[src/rtl/cache_control_nway_if.sv]
// Request, pmem, datapath-control and counter signals of the N-way cache controller.
// master = requester/datapath/memory side, slave = the controller itself.
interface cache_control_nway_if #(
  parameter int WAYS  = 4,
  parameter int SETS  = 8,
  parameter int CNT_W = 32
);
  localparam int WW = $clog2(WAYS);
  localparam int SW = $clog2(SETS);

  logic             mem_read;
  logic             mem_write;
  logic             mem_resp;
  logic [SW-1:0]    set_idx;
  logic [WAYS-1:0]  hit_vec;
  logic [WAYS-1:0]  valid_vec;
  logic [WAYS-1:0]  dirty_vec;
  logic [WW-1:0]    way_sel;
  logic [WAYS-1:0]  load_data;
  logic [WAYS-1:0]  load_tag;
  logic [WAYS-1:0]  load_valid;
  logic [WAYS-1:0]  load_dirty;
  logic             dirty_in;
  logic             data_in_sel;
  logic             pmem_addr_sel;
  logic             pmem_read;
  logic             pmem_write;
  logic             pmem_resp;
  logic             count_clr;
  logic [CNT_W-1:0] hit_count;
  logic [CNT_W-1:0] miss_count;
  logic [CNT_W-1:0] wb_count;

  modport master (
    output mem_read, mem_write, set_idx, hit_vec, valid_vec, dirty_vec, pmem_resp, count_clr,
    input  mem_resp, way_sel, load_data, load_tag, load_valid, load_dirty, dirty_in,
           data_in_sel, pmem_addr_sel, pmem_read, pmem_write, hit_count, miss_count, wb_count
  );

  modport slave (
    input  mem_read, mem_write, set_idx, hit_vec, valid_vec, dirty_vec, pmem_resp, count_clr,
    output mem_resp, way_sel, load_data, load_tag, load_valid, load_dirty, dirty_in,
           data_in_sel, pmem_addr_sel, pmem_read, pmem_write, hit_count, miss_count, wb_count
  );
endinterface

[src/rtl/cache_control_nway.sv]
// N-way write-back/write-allocate cache controller: tree-PLRU replacement,
// writeback-then-allocate miss handling, saturating hit/miss/writeback counters.
module cache_control_nway #(
  parameter int WAYS  = 4,
  parameter int SETS  = 8,
  parameter int CNT_W = 32
) (
  input  logic                clk,
  input  logic                rst_n,
  cache_control_nway_if.slave bus
);
  localparam int WW = $clog2(WAYS);
  localparam int SW = $clog2(SETS);
  localparam int NB = WAYS - 1;

  typedef enum logic [1:0] {COMPARE, WRITEBACK, ALLOCATE} state_t;

  state_t               state_q, state_d;
  logic [SETS-1:0][NB-1:0] plru_q;
  logic [WW-1:0]        victim_q;
  logic [SW-1:0]        set_q;
  logic                 replay_q;
  logic [CNT_W-1:0]     hit_cnt_q, miss_cnt_q, wb_cnt_q;

  logic [WW-1:0]   hit_way, victim, way_sel;
  logic [WAYS-1:0] load_data, load_tag, load_valid, load_dirty;
  logic            mem_resp, dirty_in, data_in_sel, pmem_addr_sel, pmem_read, pmem_write;
  logic            hit_now, miss_now, wb_done, replay_set, touch;
  logic [SW-1:0]   touch_set;
  logic [WW-1:0]   touch_way;

  // Walk the heap from the root; each node bit picks the half holding the victim.
  function automatic logic [WW-1:0] tree_victim(input logic [NB-1:0] t);
    int node;
    logic [WW-1:0] w;
    node = 0;
    w    = '0;
    for (int l = WW-1; l >= 0; l--) begin
      w[l] = t[node];
      node = 2*node + 1 + int'(t[node]);
    end
    return w;
  endfunction

  function automatic logic [NB-1:0] tree_touch(input logic [NB-1:0] t, input logic [WW-1:0] w);
    int node;
    logic [NB-1:0] r;
    node = 0;
    r    = t;
    for (int l = WW-1; l >= 0; l--) begin
      r[node] = ~w[l];
      node    = 2*node + 1 + int'(w[l]);
    end
    return r;
  endfunction

  function automatic logic [CNT_W-1:0] bump(input logic [CNT_W-1:0] c, input logic en);
    return (en && !(&c)) ? c + 1'b1 : c;
  endfunction

  always_comb begin
    hit_way = '0;
    for (int i = 0; i < WAYS; i++)
      if (bus.hit_vec[i]) hit_way = WW'(i);
  end

  // Invalid ways take precedence over the PLRU choice; lowest index wins.
  always_comb begin
    victim = tree_victim(plru_q[bus.set_idx]);
    for (int i = WAYS-1; i >= 0; i--)
      if (!bus.valid_vec[i]) victim = WW'(i);
  end

  always_comb begin
    state_d       = state_q;
    way_sel       = '0;
    load_data     = '0;
    load_tag      = '0;
    load_valid    = '0;
    load_dirty    = '0;
    mem_resp      = 1'b0;
    dirty_in      = 1'b0;
    data_in_sel   = 1'b0;
    pmem_addr_sel = 1'b0;
    pmem_read     = 1'b0;
    pmem_write    = 1'b0;
    hit_now       = 1'b0;
    miss_now      = 1'b0;
    wb_done       = 1'b0;
    replay_set    = 1'b0;
    touch         = 1'b0;
    touch_set     = bus.set_idx;
    touch_way     = hit_way;
    // Outputs are forced low while reset is held, even with a request pending.
    if (rst_n) begin
      case (state_q)
        COMPARE: begin
          if (bus.mem_read || bus.mem_write) begin
            if (|bus.hit_vec) begin
              hit_now  = 1'b1;
              touch    = 1'b1;
              way_sel  = hit_way;
              mem_resp = 1'b1;
              if (bus.mem_write) begin
                load_data[hit_way]  = 1'b1;
                load_dirty[hit_way] = 1'b1;
                dirty_in            = 1'b1;
              end
            end else begin
              miss_now = 1'b1;
              state_d  = (bus.valid_vec[victim] && bus.dirty_vec[victim]) ? WRITEBACK : ALLOCATE;
            end
          end
        end
        WRITEBACK: begin
          pmem_write    = 1'b1;
          pmem_addr_sel = 1'b1;
          way_sel       = victim_q;
          if (bus.pmem_resp) begin
            wb_done = 1'b1;
            state_d = ALLOCATE;
          end
        end
        ALLOCATE: begin
          pmem_read   = 1'b1;
          data_in_sel = 1'b1;
          way_sel     = victim_q;
          if (bus.pmem_resp) begin
            load_data[victim_q]  = 1'b1;
            load_tag[victim_q]   = 1'b1;
            load_valid[victim_q] = 1'b1;
            load_dirty[victim_q] = 1'b1;
            touch      = 1'b1;
            touch_set  = set_q;
            touch_way  = victim_q;
            replay_set = 1'b1;
            state_d    = COMPARE;
          end
        end
        default: state_d = COMPARE;
      endcase
    end
  end

  always_ff @(posedge clk or negedge rst_n) begin
    if (!rst_n) begin
      state_q  <= COMPARE;
      plru_q   <= '0;
      victim_q <= '0;
      set_q    <= '0;
      replay_q <= 1'b0;
    end else begin
      state_q <= state_d;
      if (miss_now) begin
        victim_q <= victim;
        set_q    <= bus.set_idx;
      end
      if (touch) plru_q[touch_set] <= tree_touch(plru_q[touch_set], touch_way);
      if (replay_set)   replay_q <= 1'b1;
      else if (hit_now) replay_q <= 1'b0;
    end
  end

  // The replayed hit after a fill belongs to the miss, not to the hit count.
  always_ff @(posedge clk or negedge rst_n) begin
    if (!rst_n) begin
      hit_cnt_q  <= '0;
      miss_cnt_q <= '0;
      wb_cnt_q   <= '0;
    end else if (bus.count_clr) begin
      hit_cnt_q  <= '0;
      miss_cnt_q <= '0;
      wb_cnt_q   <= '0;
    end else begin
      hit_cnt_q  <= bump(hit_cnt_q, hit_now && !replay_q);
      miss_cnt_q <= bump(miss_cnt_q, miss_now);
      wb_cnt_q   <= bump(wb_cnt_q, wb_done);
    end
  end

  assign bus.way_sel       = way_sel;
  assign bus.load_data     = load_data;
  assign bus.load_tag      = load_tag;
  assign bus.load_valid    = load_valid;
  assign bus.load_dirty    = load_dirty;
  assign bus.mem_resp      = mem_resp;
  assign bus.dirty_in      = dirty_in;
  assign bus.data_in_sel   = data_in_sel;
  assign bus.pmem_addr_sel = pmem_addr_sel;
  assign bus.pmem_read     = pmem_read;
  assign bus.pmem_write    = pmem_write;
  assign bus.hit_count     = hit_cnt_q;
  assign bus.miss_count    = miss_cnt_q;
  assign bus.wb_count      = wb_cnt_q;
endmodule

[src/flat_wrapper.sv]
// flat-port wrapper written by rule: the top's interface ports become plain ports
module cache_control_nway_flat 
#(
  parameter int WAYS  = 4,
  parameter int SETS  = 8,
  parameter int CNT_W = 32
)
  (clk, rst_n, bus_mem_read, bus_mem_write, bus_set_idx, bus_hit_vec, bus_valid_vec, bus_dirty_vec, bus_pmem_resp, bus_count_clr, bus_mem_resp, bus_way_sel, bus_load_data, bus_load_tag, bus_load_valid, bus_load_dirty, bus_dirty_in, bus_data_in_sel, bus_pmem_addr_sel, bus_pmem_read, bus_pmem_write, bus_hit_count, bus_miss_count, bus_wb_count);
  cache_control_nway_if #(.WAYS(WAYS), .SETS(SETS), .CNT_W(CNT_W)) bus_i ();
  input  logic clk;
  input  logic rst_n;
  input wire logic [$bits(bus_i.mem_read)-1:0] bus_mem_read;
  input wire logic [$bits(bus_i.mem_write)-1:0] bus_mem_write;
  input wire logic [$bits(bus_i.set_idx)-1:0] bus_set_idx;
  input wire logic [$bits(bus_i.hit_vec)-1:0] bus_hit_vec;
  input wire logic [$bits(bus_i.valid_vec)-1:0] bus_valid_vec;
  input wire logic [$bits(bus_i.dirty_vec)-1:0] bus_dirty_vec;
  input wire logic [$bits(bus_i.pmem_resp)-1:0] bus_pmem_resp;
  input wire logic [$bits(bus_i.count_clr)-1:0] bus_count_clr;
  output wire logic [$bits(bus_i.mem_resp)-1:0] bus_mem_resp;
  output wire logic [$bits(bus_i.way_sel)-1:0] bus_way_sel;
  output wire logic [$bits(bus_i.load_data)-1:0] bus_load_data;
  output wire logic [$bits(bus_i.load_tag)-1:0] bus_load_tag;
  output wire logic [$bits(bus_i.load_valid)-1:0] bus_load_valid;
  output wire logic [$bits(bus_i.load_dirty)-1:0] bus_load_dirty;
  output wire logic [$bits(bus_i.dirty_in)-1:0] bus_dirty_in;
  output wire logic [$bits(bus_i.data_in_sel)-1:0] bus_data_in_sel;
  output wire logic [$bits(bus_i.pmem_addr_sel)-1:0] bus_pmem_addr_sel;
  output wire logic [$bits(bus_i.pmem_read)-1:0] bus_pmem_read;
  output wire logic [$bits(bus_i.pmem_write)-1:0] bus_pmem_write;
  output wire logic [$bits(bus_i.hit_count)-1:0] bus_hit_count;
  output wire logic [$bits(bus_i.miss_count)-1:0] bus_miss_count;
  output wire logic [$bits(bus_i.wb_count)-1:0] bus_wb_count;
  assign bus_i.mem_read = bus_mem_read;
  assign bus_i.mem_write = bus_mem_write;
  assign bus_i.set_idx = bus_set_idx;
  assign bus_i.hit_vec = bus_hit_vec;
  assign bus_i.valid_vec = bus_valid_vec;
  assign bus_i.dirty_vec = bus_dirty_vec;
  assign bus_i.pmem_resp = bus_pmem_resp;
  assign bus_i.count_clr = bus_count_clr;
  assign bus_mem_resp = bus_i.mem_resp;
  assign bus_way_sel = bus_i.way_sel;
  assign bus_load_data = bus_i.load_data;
  assign bus_load_tag = bus_i.load_tag;
  assign bus_load_valid = bus_i.load_valid;
  assign bus_load_dirty = bus_i.load_dirty;
  assign bus_dirty_in = bus_i.dirty_in;
  assign bus_data_in_sel = bus_i.data_in_sel;
  assign bus_pmem_addr_sel = bus_i.pmem_addr_sel;
  assign bus_pmem_read = bus_i.pmem_read;
  assign bus_pmem_write = bus_i.pmem_write;
  assign bus_hit_count = bus_i.hit_count;
  assign bus_miss_count = bus_i.miss_count;
  assign bus_wb_count = bus_i.wb_count;
  cache_control_nway #(.WAYS(WAYS), .SETS(SETS), .CNT_W(CNT_W)) u_core (.clk(clk), .rst_n(rst_n), .bus(bus_i));
endmodule
[config.mk]
export PLATFORM = sky130hd
export DESIGN_NAME = cache_control_nway_flat
export DESIGN_NICKNAME = d
export VERILOG_FILES = /design/src/rtl/cache_control_nway_if.sv /design/src/rtl/cache_control_nway.sv /design/src/flat_wrapper.sv
export SDC_FILE = /design/constraint.sdc
export NUM_CORES = 1
export LEC_CHECK = 0
export ABC_CLOCK_PERIOD_IN_PS = 4600
export CORE_ASPECT_RATIO = 0.8
export CORE_UTILIZATION = 27
export CTS_CLUSTER_DIAMETER = 100
export DETAILED_ROUTE_END_ITERATION = 8
export DONT_BUFFER_PORTS = 1
export GPL_TIMING_DRIVEN = 0
export HOLD_SLACK_MARGIN = 0.05
export PLACE_DENSITY = 0.4
export SLEW_MARGIN = 15
export SYNTH_ARGS = -nofsm -noshare
export SYNTH_HDL_FRONTEND = slang
export SYNTH_SLANG_ARGS = --single-unit
[constraint.sdc]
create_clock -name clk -period 4.6 [get_ports clk]
set_input_delay 0.23 -clock clk [delete_from_list [all_inputs] [get_ports clk]]
set_output_delay 0.23 -clock clk [all_outputs]
set_load 0.01 [all_outputs]
==> key figures, run 1 <==
Cells and area
  – Post-layout util: 0.320
  – Finished Cell Area: roughly 0.0085 sq mm
  – Layout Nets: about 840
  – Post-route insts no fill: approximately 1200
  – ANT cells: 0
  – Area grow syn2layout: 15.9%
  – Layout cells sized above 1: 0.0876
  – Fillers: about 2700

Setup path
  – CP most frequent cell: clkbuf_1
  – CP Class: register to register
  – Worst-path cell chain: inv_1 > ha_1 > clkbuf_1 > o211ai_1 > or4_1 > clkbuf_1 > nor3_1 > nand3_1 > xnor2_1 > nor2b_1
  – Max incr delay on CP: between 900 and 1000 ps
  – CP max-delay cell: nor3_1
  – Startpoint types: register
  – Worst endpoint required time: a little under 5000 ps
  – CP arrival: 3900 ps
  – Crit end category: register
  – Crit-path max FO: 9

Floorplan
  – Core area: approximately 0.026 sq mm
  – IO Pins: roughly 140
  – Chip height: 149 um
  – Cell Rows: between 50 and 60
  – Starting Density: 0.277
  – Full die area: ~0.028 sq mm
  – Die X: about 190 um

Status
  – Status: complete, no violations

Clocking
  – Clk slew on worst S/H paths: roughly 60 ps
  – H-tree levels: 4
  – Clk Latency, worst-skew pair: around 420 ps
  – Cts repair resizes: 0
  – Clk buf depth: 2
  – CTS tree: done
  – Clock root buffer master: clkbuf_16
  – CTS buffer count: 17
  – Sink Count: ~130

Global route
  – Initial antenna violation count: 0
  – First-pass GRT wire length: 33.3 mm
  – GRT Max-Usage Layer: met2
  – Largest net degree at the start of global routing: 129
  – Met3 usage: 0.0537
  – GR Layer Usage met2: 0.233
  – Number of global-route vias before repair: roughly 5700
  – Total GRT Usage: 0.157
  – Overflow after GRT: 0
  – Met1 Use GR: 0.216

Place
  – Port-buffer cells: 0
  – DP Cell Count: ~1100
  – Pre-CTS WS: approximately 1000 ps
  – Routability Congestion: slightly above 0.8
  – HPWL Detailed: 14.8 mm
  – Placed inst area: just under 0.008 sq mm

Routing
  – Vias per cell: around 4.9
  – DRT iter0 DRCs: between 300 and 400
  – DR vias: 5794
  – Final ANT Viol Nets: 0
  – Routed wire length: around 21 mm
  – DR WL/cell: 18.0 um
  – Post-route DRC: 0
  – Drt first pass iters: 5

Synthesis
  – Syn Inst Count: a little under 800
  – Post-synth EDFFs: 0
  – Area share of the largest cell type after synthesis: 0.438
  – Syn Nets: between 800 and 900
  – Synthesized area: between 0.007 and 0.008 sq mm
  – Leading area contributor after synthesis: dfrtp_1
  – Async SR Flop Fraction: 1.00
  – Ranking of synthesized cells by area: dfrtp_1 (44%), xnor2_1 (6.7%), nor2_1 (6.3%), xor2_1 (3.1%), mux4_2 (3.1%)
  – Post-synthesis register bit count: between 100 and 150
  – Syn Area/Cell: between 9 and 10 sq um
  – Count leader, synth: dfrtp_1
  – Top_reg_cell synth: dfrtp_1
  – Most instantiated cells after synthesis: dfrtp_1 (128), nor2_1 (123), xnor2_1 (56)
  – Seq/Total Area, Yosys: 0.438
  – Count of cell types in the netlist: 48
  – Ys Warns: 0

Run
  – Max Cap Viol: 0

Timing
  – F_max: 276 MHz
  – Crit path time final: between 3000 and 4000 ps
  – Max Slew Vio Count: 0
  – Slew margin rel.: 0.190
  – Fin worst setup slack: ~980 ps
  – Clk_skew: roughly 7.8 ps
  – Endpoints failing hold: 0
  – Setup violators final: 0
  – Final period util: 0.788
  – RSZ-0062 raised after global routing: false
  – TNS Setup: 0 ps
  – Worst Tran Pin Value: between 1000 and 1500 ps

Power
  – Maximum vdd ir drop: 0.237 mV
  – Switch share: 0.272
  – Part of the power in registers: 0.400
  – Internal power: between 2 and 2.5 mW
  – Cell Pwr Density: between 400 and 500 mW/mm^2
  – P_sw: ~0.93 mW
  – Combinational power share: 0.169
  – LEAKAGE: approximately 3.4 nW
  – Clock share of power: 0.431

Min path
  – Worst hold path class: primary input to register
-- cell usage in the layout (no fill, tap or decap), types with 26 or more instances in the layout --
cell type,n
a21oi_1,42
clkbuf_1,35
dfrtp_1,128
nand2_1,47
nand3_1,41
nand4_1,27
nor2_1,123
nor3_1,33
xnor2_1,56
xor2_1,26
-- path summary, 6_finish.rpt --
check / slack (ps) / start / cells past startpoint / end
max in group asynchronous: 3540 / rst_n / 2 / u_core.bus.miss_count[9]$_DFFE_PN0P_
max: 980 / u_core.state_q[0]$_DFFE_PN0P_ / 10 / u_core.bus.hit_count[21]$_DFFE_PN0P_
min in group asynchronous: 400 / rst_n / 2 / u_core.bus.hit_count[16]$_DFFE_PN0P_
max reg2reg: 980 / u_core.state_q[0]$_DFFE_PN0P_ / 10 / u_core.bus.hit_count[21]$_DFFE_PN0P_
min: 70 / bus_valid_vec[2] / 2 / u_core.victim_q[1]$_DFFE_PN0P_
min reg2reg: 480 / u_core.set_q[0]$_DFFE_PN0P_ / 2 / u_core.set_q[0]$_DFFE_PN0P_
-- area by class of cell --
cell class,instances,area [sq um],share of cell area
clock inverters,5,125,0.0148
repair buffers,6,77.6,0.00915
inverters,14,52.6,0.00620
plain buffers,44,211,0.0249
flip-flops and latches,128,3200,0.378
well taps,357,447,0.0527
clock buffers,25,505,0.0596
multi-input cells,600,3860,0.455
-- power groups by stage --
stage	logic, mW	clock network [mW]	registers [mW]
after detailed placement	0.552	0	1.38
final	0.579	1.48	1.37
after global placement	0.549	0	1.39
after CTS	0.588	1.53	1.37
after global routing	0.652	1.57	1.38
after floorplan	0.441	0	1.34
-- routing by layer --
metal  vias to the layer above  part of all wire
li1                       2837                 -
met1                      2839              0.48
met2                       105              0.45
met3                        13             0.060
met4                         0            0.0084
met5                         -                 0
-- cell families (layout without fill, tap and decap cells) --
group	count (synthesis)	count (layout)	synth area share
XOR/XNOR	82	82	0.0981
adder cells (fa/ha/maj)	7	7	0.0120
AND/OR/NAND/NOR	369	369	0.255
AO/OA/AOI/OAI	97	97	0.0805
buffers and inverters	58	94	0.0361
flip-flops	128	128	0.438
multiplexers	45	45	0.0809
-- registers in the layout (all words and copies together) (netlist names) --
| name | cells |
|---|---|
| u_core.bus.hit_count | 32 |
| u_core.bus.miss_count | 32 |
| u_core.bus.wb_count | 32 |
| u_core.plru_q | 24 |
| u_core.set_q | 3 |
| u_core.state_q | 2 |
| u_core.victim_q | 2 |
| u_core.replay_q | 1 |
-- metrics by stage --
step	total power, mW	hold WS (ps)
finish	3.42	74.4
global route	3.60	61.4
CTS	3.48	52.9
detailed placement	1.94	-59.8
global placement	1.93	-60.0
floorplan	1.79	-65.6
-- repair_timing --
action | 4_1_cts | 5_1_grt
setup buffers | 0 | 0
hold buffers | 6 | 0
endpoints found under the hold margin | 131 | 0
-- critical path: cells and delay by family, from the launching register on --
kind / cells / cell delay (ps)
adders and majority gates: 1 / 140
AOI/OAI and AO/OA: 1 / 330
DFF: 1 / 420
and+or+nand+nor: 4 / 1820
buffers and inverters: 3 / 600
xor gates and xnor gates: 1 / 160
No activity file was read; power rests on OpenSTA's default activity.
==> run 2, diff against run 1 <==
Settings changed: ABC_CLOCK_PERIOD_IN_PS 4600 to 2900, PLACE_DENSITY 0.4 to 0.42.
Clock period 4.6 ns to 2.9 ns, I/O delays scaled along.
==> key figures, run 2 (same netlist as run 1, synthesis figures left out) <==
Status
  – Status: complete, but fails checks
  – Violated checks: hold timing

Floorplan
  – Die X: around 190 um
  – Full die area: between 0.02 and 0.03 sq mm
  – Cell Rows: 53
  – Core area: 0.0265 sq mm
  – Starting Density: 0.277
  – Chip height: approximately 150 um
  – IO Pins: 141

Setup path
  – FF-to-FF Start: u_core.state_q[0]$_DFFE_PN0P_
  – CP Class: register to register
  – Worst endpoint required time: about 3200 ps
  – Crit end category: register
  – CP arrival: between 3000 and 4000 ps
  – R2R cell count: 8
  – Critical path launch point: u_core.state_q[0]$_DFFE_PN0P_
  – Crit-path max FO: 8
  – Reg2Reg Capture Point: u_core.plru_q[14]$_DFFE_PN0P_
  – FF-to-FF setup slack: about 50 ps
  – Startpoint types: register

Place
  – HPWL Detailed: about 15 mm
  – Pre-CTS WS: -729 ps
  – Routability Congestion: approximately 0.76
  – DP Cell Count: 1143
  – Port-buffer cells: 0

Global route
  – GR Layer Usage met2: 0.232
  – Number of global-route vias before repair: 5755
  – First-pass GRT wire length: 33.3 mm
  – Overflow after GRT: 0
  – Met1 Use GR: 0.219
  – Total GRT Usage: 0.158
  – Initial antenna violation count: 0
  – GRT Max-Usage Layer: met2
  – Largest net degree at the start of global routing: about 130
  – Met3 usage: 0.0542

Timing
  – Setup violators final: 0
  – Final period util: 0.983
  – Clk_skew: roughly 16 ps
  – Crit path time final: about 2900 ps
  – Max Slew Vio Count: 0
  – Fin worst setup slack: slightly below 50 ps
  – Worst Tran Pin Value: approximately 970 ps
  – Hold WS: -581 ps
  – F_max: roughly 350 MHz
  – RSZ-0062 raised after global routing: true
  – Endpoints failing hold: ~130
  – TNS Setup: 0 ps
  – Slew margin rel.: 0.351

Routing
  – Post-route DRC: 0
  – Drt first pass iters: 5
  – Vias per cell: roughly 5
  – DRT iter0 DRCs: 370
  – Final ANT Viol Nets: 0
  – Routed wire length: about 21 mm
  – DR WL/cell: between 15 and 20 um
  – DR vias: ~5900

Cells and area
  – Post-route insts no fill: around 1200
  – Most frequent cells in the layout: nor2_1 (122), dfrtp_1 (119), xnor2_1 (56)
  – Layout Nets: between 800 and 900
  – Area grow syn2layout: 17.4%
  – Most common cell after layout, fill and taps aside: nor2_1
  – Post-layout util: 0.325
  – ANT cells: 0
  – Layout cells sized above 1: 0.129

Clocking
  – CTS Hold Buffers Added: 6
  – Clk slew on worst S/H paths: ~70 ps
  – Sink Count: between 100 and 150
  – Clk buf depth: 2
  – Clk Latency, worst-skew pair: 430 ps
  – CTS buffer count: 17
  – Clock root buffer master: clkbuf_16
  – CTS tree: done
  – H-tree levels: 4

Run
  – Max Cap Viol: 0

Min path
  – Worst hold path class: primary input to asynchronous set/reset pin

Power
  – Maximum vdd ir drop: 0.372 mV
  – LEAKAGE: about 3.4 nW
  – Cell Pwr Density: about 600 mW/mm^2
-- run 2: cell types whose count changed in the layout (fill, tap and decap cells not counted), moves of 3 or more --
| cell | previous run | this run |
|---|---|---|
| clkbuf_8 | 5 | 0 |
| clkinvlp_4 | 0 | 3 |
| buf_4 | 10 | 15 |
| clkinv_4 | 0 | 3 |
| dfrtp_2 | 0 | 9 |
| dfrtp_1 | 128 | 119 |
| clkbuf_1 | 35 | 29 |
| clkinv_2 | 1 | 5 |
| nor3_1 | 33 | 27 |
| nor3_4 | 0 | 4 |
-- run 2: metal layers --
layer / routed length, um / share of wire / up-vias
li1: - / - / 2861
met1: 10200 / 0.48 / 2912
met2: 9370 / 0.44 / 134
met3: 1540 / 0.072 / 11
met4: 174 / 0.0082 / 0
met5: 0 / 0 / -
-- run 2: power by group --
part	internal, mW	switching [mW]	leakage, nW	total (mW)
Sequential	1.99	0.174	1.72	2.17
Clock	1.26	0.860	0.276	2.12
Combinational	0.423	0.486	1.41	0.909
-- run 2: area by class of cell --
cell class | count | area, sq um
clock inverters | 14 | 143
inverters | 14 | 52.6
well taps | 357 | 447
repair buffers | 13 | 138
clock buffers | 18 | 429
fillers | 2736 | 17900
multi-input cells | 600 | 3960
plain buffers | 42 | 209
flip-flops and latches | 128 | 3210
-- run 2: per-stage QoR --
stage	power, mW	instance area [sq um]
2_1_floorplan	2.83	7320
3_3_place_gp	3.07	7760
3_5_place_dp	3.07	7770
4_1_cts	5.28	8520
6_report	5.20	8590
5_1_grt	5.48	8590
-- run 2: what timing repair did --
action	in CTS	in global routing
pin swaps	3	5
endpoints found under the hold margin	133	128
gates resized for setup	22	17
setup buffers	3	4
setup endpoints to repair	61	64
-- run 2: worst max path at each step --
stage               slack [ps]                                   end  cells after the start
floorplan                  100   u_core.bus.wb_count[30]$_DFFE_PN0P_                      8
global placement          -760  u_core.bus.hit_count[27]$_DFFE_PN0P_                     10
detailed placement        -730  u_core.bus.hit_count[21]$_DFFE_PN0P_                     10
CTS                          9  u_core.bus.hit_count[21]$_DFFE_PN0P_                     12
global route              -100         u_core.plru_q[20]$_DFFE_PN0P_                      8
finish                      50         u_core.plru_q[14]$_DFFE_PN0P_                      8
-- run 2: worst max-delay path, cell delays in order, from the launching register on --
cell and delay, ps:
dfrtp_1 420, inv_1 100, ha_2 280, nand3_2 190, mux2i_4 300, mux4_2 570
mux2_2 280, o21a_1 290, mux2_2 300
==> run 3, diff against run 2 <==
Settings changed: GPL_TIMING_DRIVEN 0 to default, REMOVE_ABC_BUFFERS from default to 1.
==> key figures, run 3 (same netlist as run 1, synthesis figures left out) <==
Status
  – Status: complete, but fails checks
  – Violated checks: hold timing

Timing
  – Max Slew Vio Count: 0
  – Slew margin rel.: 0.579
  – Hold WS: -582 ps
  – Setup violators final: 0
  – Crit path time final: approximately 2700 ps
  – Endpoints failing hold: roughly 130
  – Final period util: 0.934
  – RSZ-0062 raised after global routing: false
  – Worst Tran Pin Value: ~630 ps
  – Clk_skew: between 10 and 15 ps
  – F_max: about 370 MHz

Setup path
  – Worst endpoint required time: ~3200 ps
  – CP arrival: between 3000 and 4000 ps
  – CP Class: register to register
  – Startpoint types: register
  – Crit-path max FO: 8
  – Crit end category: register

Cells and area
  – Layout Nets: between 800 and 900
  – Post-layout util: 0.325
  – Area grow syn2layout: 17.4%
  – Layout cells sized above 1: 0.125
  – Fillers: 2723
  – Most common cell after layout, fill and taps aside: dfrtp_1
  – Finished Cell Area: approximately 0.0086 sq mm
  – Most frequent cells in the layout: dfrtp_1 (128), nor2_1 (123), xnor2_1 (56)
  – ANT cells: 0

Clocking
  – Clk Latency, worst-skew pair: roughly 420 ps
  – Clk buf depth: 2
  – Sink Count: about 130
  – Clock root buffer master: clkbuf_16
  – CTS buffer count: 17
  – CTS Hold Buffers Added: 10
  – H-tree levels: 4
  – CTS tree: done
  – Clk slew on worst S/H paths: roughly 60 ps

Floorplan
  – Cell Rows: 53
  – Starting Density: 0.277
  – Core area: 0.0265 sq mm
  – Die X: about 190 um
  – Chip height: roughly 150 um
  – Full die area: 0.0278 sq mm
  – IO Pins: 141

Power
  – Maximum vdd ir drop: around 0.40 mV
  – Cell Pwr Density: about 630 mW/mm^2
  – LEAKAGE: ~3.5 nW

Global route
  – Total GRT Usage: 0.157
  – Number of global-route vias before repair: 5618
  – Initial antenna violation count: 0
  – Largest net degree at the start of global routing: 140
  – Overflow after GRT: 0
  – First-pass GRT wire length: between 30 and 40 mm

Place
  – Port-buffer cells: 0
  – Routability Congestion: about 0.74
  – Placed inst area: between 0.007 and 0.008 sq mm
  – HPWL Detailed: between 10 and 15 mm

Routing
  – Vias per cell: ~5
  – Routed wire length: between 20 and 25 mm
  – DR vias: 5882
  – DR WL/cell: between 15 and 20 um
  – Final ANT Viol Nets: 0
  – Post-route DRC: 0
  – Drt first pass iters: 5
  – DRT iter0 DRCs: roughly 390

Run
  – Max Cap Viol: 0

Min path
  – Worst hold path class: primary input to asynchronous set/reset pin
==> run 3: metal layers <==
layer / global-route usage / vias to the layer above / share of wire
li1: - / 2842 / -
met4: 0.0389 / 0 / 0.0092
met5: 0 / - / 0
met1: 0.217 / 2883 / 0.48
met2: 0.231 / 144 / 0.44
met3: 0.0559 / 13 / 0.071
==> run 3: worst max-delay path, cell delays in order, from the launching register on <==
cell	delay, ps
dfrtp_1	400
inv_1	80
ha_1	210
nand3_1	130
mux2i_2	380
mux4_2	550
mux2_2	270
o21a_1	280
mux2_2	290
==> run 3: report_power, final <==
group | internal [mW] | switching (mW)
logic | 0.430 | 0.456
registers | 1.99 | 0.206
clock network | 1.46 | 0.830
total | 3.88 | 1.49
==> run 3: cell type report <==
type,instances,area (sq um),share of cell area
flip-flops and latches,128,3200,0.373
clock buffers,21,450,0.0524
well taps,357,447,0.0520
clock inverters,11,163,0.0189
multi-input cells,600,3870,0.451
inverters,14,52.6,0.00612
repair buffers,48,403,0.0469
==> run 3: metrics by stage <==
stage               instances  TNS (ps)  worst slack, ps  total power [mW]
global route             1179         0             19.6              5.65
detailed placement       1137         0              188              3.06
global placement         1137         0              210              3.06
CTS                      1179         0              119              5.45
floorplan                 742     -3260             -336              2.79
finish                   1179         0              190              5.37
==> run 3: final timing paths <==
check                                               from                                   end  slack (ps)  cells past startpoint
setup / recovery           u_core.state_q[0]$_DFFE_PN0P_         u_core.plru_q[11]$_DFFE_PN0P_         190                      8
hold / removal                                     rst_n  u_core.bus.hit_count[27]$_DFFE_PN0P_        -580                      0
setup reg to reg           u_core.state_q[0]$_DFFE_PN0P_         u_core.plru_q[11]$_DFFE_PN0P_         190                      8
hold reg to reg              u_core.set_q[0]$_DFFE_PN0P_           u_core.set_q[0]$_DFFE_PN0P_         500                      2
max in group asynchronous                          rst_n          u_core.plru_q[8]$_DFFE_PN0P_        3300                      0
min in group clk                           bus_count_clr   u_core.bus.hit_count[7]$_DFFE_PN0P_          80                      3
==> run 3: timing repair <==
| action | in CTS | in global routing |
|---|---|---|
| endpoints found under the setup margin | 0 | 16 |
| setup buffers | 0 | 0 |
| resized for setup | 0 | 2 |
| hold endpoints to repair | 231 | 128 |
